### config.mk
export PLATFORM = sky130hd
export DESIGN_NAME = regfile_dump
export DESIGN_NICKNAME = d
export VERILOG_FILES = /design/src/rtl/regfile_dump.sv
export SDC_FILE = /design/constraint.sdc
export NUM_CORES = 1
export LEC_CHECK = 0
export CAP_MARGIN = 20
export CORE_UTILIZATION = 40
export DETAILED_ROUTE_END_ITERATION = 10
export GPL_TIMING_DRIVEN = 1
export HOLD_SLACK_MARGIN = 0.06
export PLACE_DENSITY = 0.64
export SETUP_SLACK_MARGIN = 0.5
export SYNTH_ARGS = -nofsm -noshare
export SYNTH_HDL_FRONTEND = slang
export SYNTH_SLANG_ARGS = --single-unit
### constraint.sdc
create_clock -name clk -period 3.9 [get_ports clk]
set_input_delay 0.585 -clock clk [delete_from_list [all_inputs] [get_ports clk]]
set_output_delay 0.585 -clock clk [all_outputs]
set_load 0.005 [all_outputs]
### src/rtl/regfile_dump.sv
// NREG x DW register file: gated write port, two async read ports, per-register dirty flags and
// a valid/ready dump sequencer. Define WRITE_BYPASS_EN to forward a same-cycle write to the reads.
module regfile_dump #(
    parameter int unsigned   DW        = 16,
    parameter int unsigned   NREG      = 4,
    parameter logic [DW-1:0] RESET_VAL = '0
) (
    input  logic                    clk,
    input  logic                    rst_n,
    input  logic                    we,
    input  logic [$clog2(NREG)-1:0] rd,
    input  logic [DW-1:0]           result,
    input  logic [$clog2(NREG)-1:0] rs_a,
    input  logic [$clog2(NREG)-1:0] rs_b,
    output logic [DW-1:0]           o_a,
    output logic [DW-1:0]           o_b,
    output logic [NREG-1:0]         o_dirty,
    input  logic                    dump_start,
    output logic                    dump_busy,
    output logic                    dump_valid,
    input  logic                    dump_ready,
    output logic [$clog2(NREG)-1:0] dump_idx,
    output logic [DW-1:0]           dump_data,
    output logic                    dump_last
);

    localparam int unsigned     AW       = $clog2(NREG);
    localparam logic [AW:0]     NREG_W   = (AW+1)'(NREG);
    localparam logic [AW-1:0]   LAST_IDX = AW'(NREG - 1);

    typedef enum logic [0:0] {StIdle, StSend} state_e;

    logic [DW-1:0]   r_regs [NREG];
    logic [NREG-1:0] r_dirty;
    logic [NREG-1:0] w_dirty_next;
    state_e          r_state;
    state_e          w_state_next;
    logic [AW-1:0]   r_idx;
    logic [AW-1:0]   w_idx_next;
    logic [AW-1:0]   w_idx_inc;
    logic [DW-1:0]   r_data;
    logic [DW-1:0]   w_data_next;
    logic            w_wr_en;
    logic            w_xfer;
    logic            w_rs_a_ok;
    logic            w_rs_b_ok;
    logic [DW-1:0]   w_a;
    logic [DW-1:0]   w_b;

    // Indices beyond NREG-1 only exist when NREG is not a power of two.
    assign w_wr_en   = we && ({1'b0, rd} < NREG_W);
    assign w_rs_a_ok = {1'b0, rs_a} < NREG_W;
    assign w_rs_b_ok = {1'b0, rs_b} < NREG_W;
    assign w_xfer    = (r_state == StSend) && dump_ready;
    assign w_idx_inc = r_idx + 1'b1;

    always_ff @(posedge clk or negedge rst_n) begin
        if (!rst_n) begin
            for (int i = 0; i < int'(NREG); i++) begin
                r_regs[i] <= RESET_VAL;
            end
        end else if (w_wr_en) begin
            r_regs[rd] <= result;
        end
    end

    always_comb begin
        w_a = '0;
        w_b = '0;
        if (w_rs_a_ok) begin
            w_a = r_regs[rs_a];
        end
        if (w_rs_b_ok) begin
            w_b = r_regs[rs_b];
        end
`ifdef WRITE_BYPASS_EN
        if (w_wr_en && (rd == rs_a)) begin
            w_a = result;
        end
        if (w_wr_en && (rd == rs_b)) begin
            w_b = result;
        end
`endif
    end

    assign o_a = w_a;
    assign o_b = w_b;

    // A write on the same edge as the transfer of that index must leave the bit set.
    always_comb begin
        w_dirty_next = r_dirty;
        if (w_xfer) begin
            w_dirty_next[r_idx] = 1'b0;
        end
        if (w_wr_en) begin
            w_dirty_next[rd] = 1'b1;
        end
    end

    always_ff @(posedge clk or negedge rst_n) begin
        if (!rst_n) begin
            r_dirty <= '0;
        end else begin
            r_dirty <= w_dirty_next;
        end
    end

    assign o_dirty = r_dirty;

    always_ff @(posedge clk or negedge rst_n) begin
        if (!rst_n) begin
            r_state <= StIdle;
            r_idx   <= '0;
            r_data  <= '0;
        end else begin
            r_state <= w_state_next;
            r_idx   <= w_idx_next;
            r_data  <= w_data_next;
        end
    end

    always_comb begin
        w_state_next = r_state;
        unique case (r_state)
            StIdle: begin
                if (dump_start) begin
                    w_state_next = StSend;
                end
            end
            StSend: begin
                if (dump_ready && (r_idx == LAST_IDX)) begin
                    w_state_next = StIdle;
                end
            end
            default: w_state_next = StIdle;
        endcase
    end

    // Captures read r_regs before the edge, so a concurrent write is never seen by the dump.
    always_comb begin
        w_idx_next  = r_idx;
        w_data_next = r_data;
        if ((r_state == StIdle) && dump_start) begin
            w_idx_next  = '0;
            w_data_next = r_regs[0];
        end else if (w_xfer && (r_idx != LAST_IDX)) begin
            w_idx_next  = w_idx_inc;
            w_data_next = r_regs[w_idx_inc];
        end
    end

    always_comb begin
        dump_busy  = (r_state == StSend);
        dump_valid = (r_state == StSend);
        dump_last  = (r_state == StSend) && (r_idx == LAST_IDX);
        dump_idx   = r_idx;
        dump_data  = r_data;
    end

endmodule

== Word-level counts from Yosys, hierarchy flattened ==
Index checks and enable logic that the tools add are counted.

* Bitwise logic cells: 8
* $add $sub $neg: 1
* Equal/unequal tests: 2
* Reductions and logical operators: 9
* Mux-type cells: 25
* Magnitude comparators: 9

{| class="wikitable"
|+ Operators with widths
! kind !! number
|-
| $mux 16 || 9
|-
| $bmux 16 s2 || 3
|-
| $bwmux 64 || 1
|-
| $demux 16 s2 || 1
|-
| $ge 3x3->1 const B || 4
|-
| $not 2->3 || 4
|-
| $logic_and 1x1->1 || 8
|-
| $mux 4 || 2
|-
| $lt 2x3->1 const B || 2
|-
| $and 4x4->4 || 1
|-
| $demux 1 s2 || 2
|-
| $ge 2x1->1 const B || 2
|-
| $mux 1 || 4
|-
| $mux 2 || 2
|-
| $not 4->4 || 1
|-
| $or 4x4->4 || 1
|-
| $lt 3x1->1 const B || 1
|-
| $add 2x1->2 const B || 1
|-
| $eq 2x2->1 const B || 1
|-
| $ne 2x2->1 const B || 1
|-
| $pmux 1 s2 || 1
|-
| $reduce_bool 2->1 || 1
|-
| $not 1->1 || 1
|}

* Input port bits: 27
* Bits in registers: 87
* Word-level logic and storage cells: 62

== Depth between registers and ports, before layout ==
Gate-level depths: netlist of the first run.

* Word-level depth: 9
* Mapped depth: 7
* Mapped depth without buffers: 5

== Least setup slack after synthesis of the first run ==
Ideal clock, no wire load.

* Path type: input to output
* Start point: input rs_a[0]
* End point: output o_a[10]
* Path buffers: 2
* Stages: 3
* Setup slack: 1766 ps
* Data arrival time: 1549 ps
* Cells stage by stage: buf_2 buf_4 mux4_2

* Cells in the longest elaborated chain, start to end: 4

{| class="wikitable"
|+ Ends and longest elaborated chain
! element !! RTL line !! source
|-
| from (decl) || 13 || <nowiki>input logic [$clog2(NREG)-1:0] rs_a,</nowiki>
|-
| $not 2->3 (not written as such) || 71 || <nowiki>w_a = r_regs[rs_a];</nowiki>
|-
| $bmux 16 s2 || 71 ||
|-
| $mux 16 (not written as such) (2 in series) || 71 ||
|-
| to (decl) || 15 || <nowiki>output logic [DW-1:0] o_a,</nowiki>
|}

Every way passes these cells. The select of a mux whose other input is x is not followed.

== Final worst setup path of the first run ==
* Start point: input rs_a[0]
* End point: output o_a[6]

The elaborated chain is that of the path after synthesis.

==> impl_metrics.csv, run 1 <==
group,metric,value,unit
setup_path,start_kind,"input port",
placement,hpwlAfterDp,7800,um
yosys,avgSynthCellArea,14.2,um^2
sta,rsz0062_at_grt,"false",
clock_tree,cts_setup_buffers,0,
setup_path,max_stage_delay,0.57,ns
final_layout,fin_cells,560,
route,dr.pass1.iters,7,
placement,dp.cells,544,
setup_path,crit_fanout,16,
yosys,synth-seq-area-share,45.1,%
setup_path,cp.arrival,2.43,ns
pwr,powerDensity,642,nW/um^2
clock_tree,path_clk_slew,0.06,ns
global_route,grt_antenna_before_repair,0,
setup_path,path_cells,"clkdlybuf4s50_1 -> buf_4 -> mux4_2 -> clkdlybuf4s50_1",
setup_path,rr_startpoint,"dump_busy",
die,die_area,12500,um^2
sta,worst_hold_slack,0.345,ns
clock_tree,cts_buffers,9,
placement,dp_slack,0.868,ns
clock_tree,cts_max_path_buffers,2,
sta,report.final.hold_viol_count,0,
clock_tree,ctsResizeCount,0,
die,die_width,112,um
global_route,first_global_vias,3434,
sta,fin_crit,3.01,ns
yosys,ys_seq_elements,87,
sta,fin_crit_sh,77.2,%
sta,slew_headroom,31.5,%
run_status,status,"complete, but fails checks",
sta,slew_violations,0,
setup_path,crit_path_frequent_cell,"clkdlybuf4s50_1",
route,wire_per_inst,21.4,um
die,num_io_pins,84,
sta,finalClockSkew,0.00828,ns
route,via_per_inst,5.81,
final_layout,antenna_cells,0,
route,num_vias,3255,
die,core_area,11600,um^2
sta,max_freq,332,MHz
placement,portBuffers,83,
final_layout,nets,443,
sta,setup-violations-final,0,
pwr,peakVddDrop,0.240,mV
setup_path,critPathRequiredTime,3.31,ns
global_route,grtUsageTotal,20.5,%
clock_tree,cts.sinks,87,
setup_path,rrSetupSlack,1.38,ns
clock_tree,cts_root_buf,"clkbuf_16",
placement,routabilityCongestion,0.748,
yosys,synth_flop_cell,"dfrtp_1",
sta,fin_ws,0.888,ns
clock_tree,insertion_delay,0.33,ns
route,drtIter0Drc,142,
route,wl,12000,um
yosys,yosys_warnings,0,
sta,tns,0,ns
global_route,grt_pass1_wl,19400,um
die,die_h,112,um
setup_path,crit_start,"rs_a[0]",
run_status,violations,"DRC",
setup_path,r2r_end,"dump_data[11]",
setup_path,rr_worst_depth,3,
yosys,syn-cell-area,4830,um^2
die,start_util,41.6,%
clock_tree,cts_tree,"yes",
die,rows,39,
global_route,grt_max_degree,67,
final_layout,stdcell_area,5990,um^2
placement,placed_cell_area,5720,um^2
setup_path,crit_type,"input port to primary output",
min_path,min_path_type,"input port to asynchronous set/reset pin",
yosys,synth_cell_types,25,
setup_path,slowest_stage,"mux4_2",
yosys,syn_inst,340,
pwr,p_leak,2.46,nW
job,maxCapViolations,0,
final_layout,area_delta_synth_final,24.1,%
clock_tree,cts_hold_buf,0,
route,drc,5,
final_layout,drive_above_1_share,30.2,%
yosys,syn_nets,371,
route,ant_nets,0,
setup_path,cp-end-kind,"primary output",
yosys,synth-edff-count,0,
global_route,grt.overflow.total,0,
yosys,async_flop_share,100,%
setup_path,critPathCapture,"o_a[6]",
sta,tightest_slew,1.03,ns
clock_tree,h-tree-depth,3,
kinds of logic (layout without fill, tap and decap cells):
| group | after synthesis | in the layout | synth area share, % |
|---|---|---|---|
| buf+inv | 32 | 109 | 3.94 |
| simple gates | 36 | 36 | 4.15 |
| mux | 144 | 144 | 39.8 |
| compound gates | 37 | 37 | 6.01 |
| fa+ha+maj | 4 | 4 | 1.04 |
| flops | 87 | 87 | 45.1 |
Yosys cell counts, drive strengths merged (2+ instances only):
cell	n	share of area (%)
ha	4	1.0
a311o	16	3.3
mux4	32	15
buf	23	3.2
nor2	17	1.3
inv	2	0.16
nand3	5	0.62
a21oi	2	0.21
mux2i	48	9.9
mux2	64	15
nand2	7	0.54
o22ai	17	2.2
clkbuf	7	0.54
nand3b	2	0.47
dfrtp	87	45
critical path: cells and delay by family:
family | cells | cell delay, ns
buf+inv | 3 | 1.27
mux | 1 | 0.57
where the power goes:
group          switching [mW]  internal, mW
clock network           0.348         0.451
registers               0.265          1.15
logic                   0.643         0.994
total                    1.26          2.59
layout by cell type, fill, tap and decap left out, types with 2 or more instances in the layout:
master	count
inv_1	2
mux2i_1	48
clkinvlp_4	3
nor2_1	17
clkdlybuf4s50_1	82
clkbuf_16	9
dfrtp_1	87
ha_1	3
nand3_1	4
o22ai_1	17
a311o_1	16
mux2_2	64
buf_4	9
a21oi_1	2
nand3b_2	2
clkbuf_1	2
nand2_1	7
mux4_2	32
layout make-up:
class                      instances  area [um^2]
multi-input combinational        221         2460
fill                            1018         5620
clock inverter                     4         31.3
timing repair buffer              91          888
sequential                        87         2180
clock buffer                      12          246
inverter                           2         7.51
tap                              143          179
sequential cells by signal, indices dropped and copies added (netlist names):
signal	count
dump_data	16
r_regs	64
o_dirty	4
dump_busy	1
dump_idx	2
routing by layer:
layer,track usage (%),wire (um),vias up
li1,-,-,1468
met4,6.94,105,0
met5,0,0,-
met3,2.72,517,7
met1,26.2,5030,1705
met2,35.9,6360,75
worst min-delay path by stage:
| stage | endpoint | slack (ns) | cells after the start |
|---|---|---|---|
| finish | r_regs[62] | 0.34 | 1 |
| global route | r_regs[60] | 0.44 | 1 |
| CTS | r_regs[44] | 0.40 | 1 |
| detailed placement | o_dirty[1] | 0.47 | 2 |
| global placement | o_dirty[1] | 0.46 | 2 |
| floorplan | dump_busy | 0.29 | 0 |
stage by stage:
stage          utilization [%]  power (mW)
2_1_floorplan                -        2.42
3_3_place_gp              49.2        3.04
3_5_place_dp              49.2        3.08
4_1_cts                   51.6        3.89
5_1_grt                   51.6        4.09
6_report                  51.6        3.85
Note: power is estimated with default switching activity, not from simulation.
==> inputs of run 2 (changes only) <==
- clock period: 3.9 -> 3.01 ns (I/O delays scaled with it)
==> impl_metrics.csv, run 2 (synthesized netlist as in run 1, its figures left out) <==
group,metric,value,unit
run_status,status,"complete, but fails checks",
run_status,violations,"DRC",
final_layout,layout_common_cells,"dfrtp_1, clkdlybuf4s50_1, mux2_2, mux2i_1, mux4_2",
sta,slew_headroom,40.5,%
pwr,peakVddDrop,0.487,mV
die,die_area,12500,um^2
clock_tree,cts_hold_buf,0,
clock_tree,cts_tree,"yes",
sta,finalClockSkew,0.00926,ns
route,wl,12600,um
die,die_h,112,um
sta,slew_violations,0,
die,start_util,41.6,%
route,drc,5,
setup_path,rrSetupSlack,0.75,ns
clock_tree,cts.sinks,87,
global_route,first_global_vias,3426,
job,maxCapViolations,0,
clock_tree,insertion_delay,0.34,ns
sta,tightest_slew,0.893,ns
pwr,powerDensity,851,nW/um^2
final_layout,final.fill_count,972,
final_layout,antenna_cells,0,
die,rows,39,
setup_path,rr_worst_depth,6,
global_route,grt_max_degree,50,
final_layout,multiInputGateArea,2460,um^2
final_layout,stdcell_area,6180,um^2
sta,rsz0062_at_grt,"true",
min_path,min_path_type,"input port to asynchronous set/reset pin",
sta,fin_crit_sh,81.6,%
setup_path,cp.arrival,2.00,ns
route,wire_per_inst,22.3,um
sta,tns,0,ns
setup_path,crit_type,"input port to primary output",
final_layout,largest_register_ffs,64,
global_route,grt.overflow.total,0,
setup_path,crit_fanout,8,
route,ant_nets,0,
sta,worst_hold_slack,0.0847,ns
clock_tree,path_clk_slew,0.06,ns
die,num_io_pins,84,
sta,fin_ws,0.554,ns
placement,portBuffers,83,
sta,fin_crit,2.46,ns
global_route,grtUsageTotal,21.2,%
global_route,grt_pass1_wl,19900,um
setup_path,rr_startpoint,"dump_idx[0]",
route,drtIter0Drc,151,
route,dr.pass1.iters,7,
clock_tree,cts_max_path_buffers,2,
route,num_vias,3332,
setup_path,start_kind,"input port",
setup_path,critPathRequiredTime,2.56,ns
sta,report.final.hold_viol_count,0,
global_route,grt_antenna_before_repair,0,
die,die_width,112,um
final_layout,area_delta_synth_final,27.9,%
pwr,p_leak,2.56,nW
placement,placed_cell_area,5780,um^2
route,via_per_inst,5.89,
sta,setup-violations-final,0,
die,core_area,11600,um^2
clock_tree,h-tree-depth,3,
setup_path,cp-end-kind,"primary output",
placement,routabilityCongestion,0.753,
placement,dp_slack,0.379,ns
final_layout,register_area,2180,um^2
final_layout,top_register,"r_regs",
clock_tree,cts_buffers,9,
placement,hpwlAfterDp,7950,um
final_layout,drive_above_1_share,31.4,%
clock_tree,cts_root_buf,"clkbuf_16",
final_layout,nets,449,
sta,max_freq,407,MHz
final_layout,post-route-util,53.2,%
final_layout,mostFrequentLayoutCell,"dfrtp_1",
setup_path,r2r_end,"dump_data[7]",
## run 2: cell types whose count changed in the layout (fill, tap and decap cells not counted), sizes merged
cell | previous run | this run
clkbuf | 12 | 10
buf | 9 | 15
clkinvlp | 3 | 0
bufinv | 0 | 3
dlygate4sd2 | 0 | 2
clkdlybuf4s50 | 82 | 80
clkinv | 1 | 3
## run 2: worst max-delay path: stages
cell and delay (ns):
dlygate4sd2_1 0.36, buf_12 0.19, mux4_2 0.53, clkdlybuf4s50_1 0.46
## run 2: report_power, final
group          switching [mW]  total, mW  leakage (nW)  internal (mW)
Combinational           0.863       2.16          1.36           1.30
Clock                   0.459       1.27         0.166          0.810
Sequential              0.341       1.83          1.04           1.49
Total                    1.66       5.26          2.56           3.60
## run 2: worst max path at each step
stage,depth (start not counted),endpoint,slack [ns],startpoint
after floorplan,3,o_a[10],1.14,rs_a[0]
after global placement,4,o_a[5],0.38,rs_a[0]
after detailed placement,4,o_b[4],0.38,rs_b[0]
after CTS,4,o_a[15],0.50,rs_a[0]
after global routing,4,o_a[5],0.49,rs_a[0]
final,4,o_a[5],0.55,rs_a[0]
## run 2: what timing repair did
item / 4_1_cts / 5_1_grt
setup buffers: 0 / 0
endpoints found under the setup margin: 32 / 13
cloned: 2 / 0
resized for setup: 2 / 3
pin swaps: 0 / 0
## run 2: final cells by class
class	instances	share of cell area, %
inverter	2	0.122
clock inverter	6	1.76
tap	143	2.90
multi-input combinational	221	39.9
timing repair buffer	97	16.4
sequential	87	35.2
clock buffer	10	3.71
## run 2: layer usage
layer | global-route usage, % | routed length [um] | up-vias
met3 | 3.21 | 412 | 10
met5 | 0 | 0 | -
met2 | 35.4 | 6450 | 65
met4 | 7.03 | 174 | 0
li1 | - | - | 1486
met1 | 28.5 | 5560 | 1771
## run 2: per-stage QoR
| step | total power, mW | instances |
|---|---|---|
| finish | 5.26 | 566 |
| global route | 5.54 | 566 |
| CTS | 5.30 | 566 |
| detailed placement | 4.01 | 548 |
| global placement | 3.95 | 548 |
| floorplan | 3.14 | 340 |
==> inputs of run 3 (changes only) <==
- PLACE_DENSITY: 0.64 -> 0.67
- clock period: 3.01 -> 2.1 ns (I/O delays scaled with it)
==> impl_metrics.csv, run 3 (synthesized netlist as in run 1, its figures left out) <==
group,metric,value,unit
final_layout,post-route-util,62.0,%
sta,slew_violations,0,
setup_path,max_stage_delay,0.42,ns
final_layout,multiInputGateArea,2530,um^2
clock_tree,cts.sinks,87,
clock_tree,path_clk_slew,0.07,ns
final_layout,drive_above_1_share,52.7,%
sta,slew_headroom,68.1,%
global_route,first_global_vias,3978,
die,num_io_pins,84,
route,via_per_inst,5.85,
sta,fin_crit,1.91,ns
setup_path,crit_path_frequent_cell,"buf_4",
final_layout,final.fill_count,870,
setup_path,rrSetupSlack,0.19,ns
final_layout,register_area,2180,um^2
route,drtIter0Drc,239,
job,maxCapViolations,0,
clock_tree,cts_tree,"yes",
setup_path,critPathRequiredTime,2.36,ns
clock_tree,cts_buffers,9,
route,dr.pass1.iters,9,
min_path,min_path_type,"input port to asynchronous set/reset pin",
final_layout,largest_register_ffs,64,
setup_path,cp.arrival,2.18,ns
clock_tree,cts_max_path_buffers,2,
final_layout,mostFrequentLayoutCell,"dfrtp_1",
sta,finalClockSkew,0.0103,ns
sta,fin_crit_sh,91.1,%
clock_tree,insertion_delay,0.34,ns
die,die_h,112,um
setup_path,path_cells,"buf_4 -> ha_4 -> buf_4 -> nand4bb_4 -> buf_6 -> buf_16 -> o22ai_1 -> a311o_1",
die,core_area,11600,um^2
pwr,power,9.01,mW
setup_path,cp-end-kind,"register",
global_route,grt_max_degree,40,
sta,worst_hold_slack,0.479,ns
sta,max_freq,522,MHz
global_route,met3_usage,3.70,%
pwr,powerDensity,1250,nW/um^2
final_layout,area_delta_synth_final,49.0,%
placement,routabilityCongestion,0.772,
route,wl,15400,um
setup_path,rr_worst_depth,8,
placement,placed_cell_area,5990,um^2
sta,tightest_slew,0.478,ns
die,rows,39,
final_layout,nets,548,
pwr,p_leak,3.22,nW
global_route,grt.overflow.total,0,
pwr,peakVddDrop,0.531,mV
final_layout,antenna_cells,0,
die,die_area,12500,um^2
global_route,grt_antenna_before_repair,0,
sta,setup-violations-final,0,
global_route,grt_most_used_layer,"met2",
final_layout,top_register,"r_regs",
setup_path,crit_fanout,8,
route,wire_per_inst,23.1,um
global_route,grt_util_met2,41.2,%
die,start_util,41.6,%
clock_tree,h-tree-depth,3,
global_route,grt_pass1_wl,23100,um
setup_path,cp.depth,8,
final_layout,stdcell_area,7200,um^2
final_layout,layout_common_cells,"dfrtp_1, mux2_2, buf_4, mux2i_1, clkdlybuf4s50_1",
route,drc,6,
global_route,use_met1,31.5,%
placement,portBuffers,83,
sta,rsz0062_at_grt,"true",
setup_path,start_kind,"register",
setup_path,cp_num_buf_inv,4,
sta,report.final.hold_viol_count,0,
placement,hpwlAfterDp,8000,um
route,num_vias,3891,
route,ant_nets,0,
clock_tree,cts_root_buf,"clkbuf_16",
die,die_width,112,um
setup_path,slowest_stage,"dfrtp_2",
setup_path,cp_top_family,"buffers and inverters",
run_status,violations,"DRC",
setup_path,crit_type,"register to register",
run_status,status,"complete, but fails checks",
global_route,grtUsageTotal,24.8,%
==> run 3: cell types whose count changed in the layout (fill, tap and decap cells not counted), sizes merged, moves of 2 or more <==
cell and change:
buf +128, clkinv -3, clkbuf +6, bufbuf +3
clkdlybuf4s50 -38, clkinvlp +2, bufinv -3
==> run 3: timing repair <==
item	in CTS	in global routing
endpoints found under the hold margin	33	0
resized for setup	192	7
pin swaps	4	8
setup buffers	61	20
cloned	8	2
hold buffers	1	0
endpoints found under the setup margin	53	60
==> run 3: final cells by class <==
| cell class | instances | area share [%] |
|---|---|---|
| clock inverter | 2 | 0.209 |
| tap | 143 | 2.49 |
| multi-input combinational | 221 | 35.2 |
| timing repair buffer | 196 | 28.0 |
| clock buffer | 14 | 3.67 |
| sequential | 87 | 30.3 |
| inverter | 2 | 0.174 |
==> run 3: report_power, final <==
group | internal, mW | switching (mW) | total (mW)
Clock | 0.869 | 0.661 | 1.53
Sequential | 2.13 | 0.410 | 2.54
Combinational | 3.05 | 1.88 | 4.93
Total | 6.05 | 2.95 | 9.01
==> run 3: path summary, 6_finish.rpt <==
| check | start | to |
|---|---|---|
| setup / recovery | dump_idx[0] | dump_data[13] |
| setup reg to reg | dump_idx[0] | dump_data[13] |
| hold / removal | rst_n | r_regs[36] |
| max in group asynchronous | rst_n | dump_busy |
| min in group clk | o_dirty[3] | o_dirty[3] |
| hold reg to reg | o_dirty[3] | o_dirty[3] |
==> run 3: metal layers <==
metal  wire length, um  up-vias
met5                 0        -
met4               541        0
met3               873       28
met2              7790      144
met1              6170     2024
li1                  -     1695
==> run 3: stage by stage <==
step	cells	TNS, ns	setup slack (ns)
after floorplan	340	0	0.461
final	665	0	0.186
after CTS	643	0	0.318
after global placement	557	-8.05	-0.281
after global routing	665	0	0.139
after detailed placement	557	-8.62	-0.310
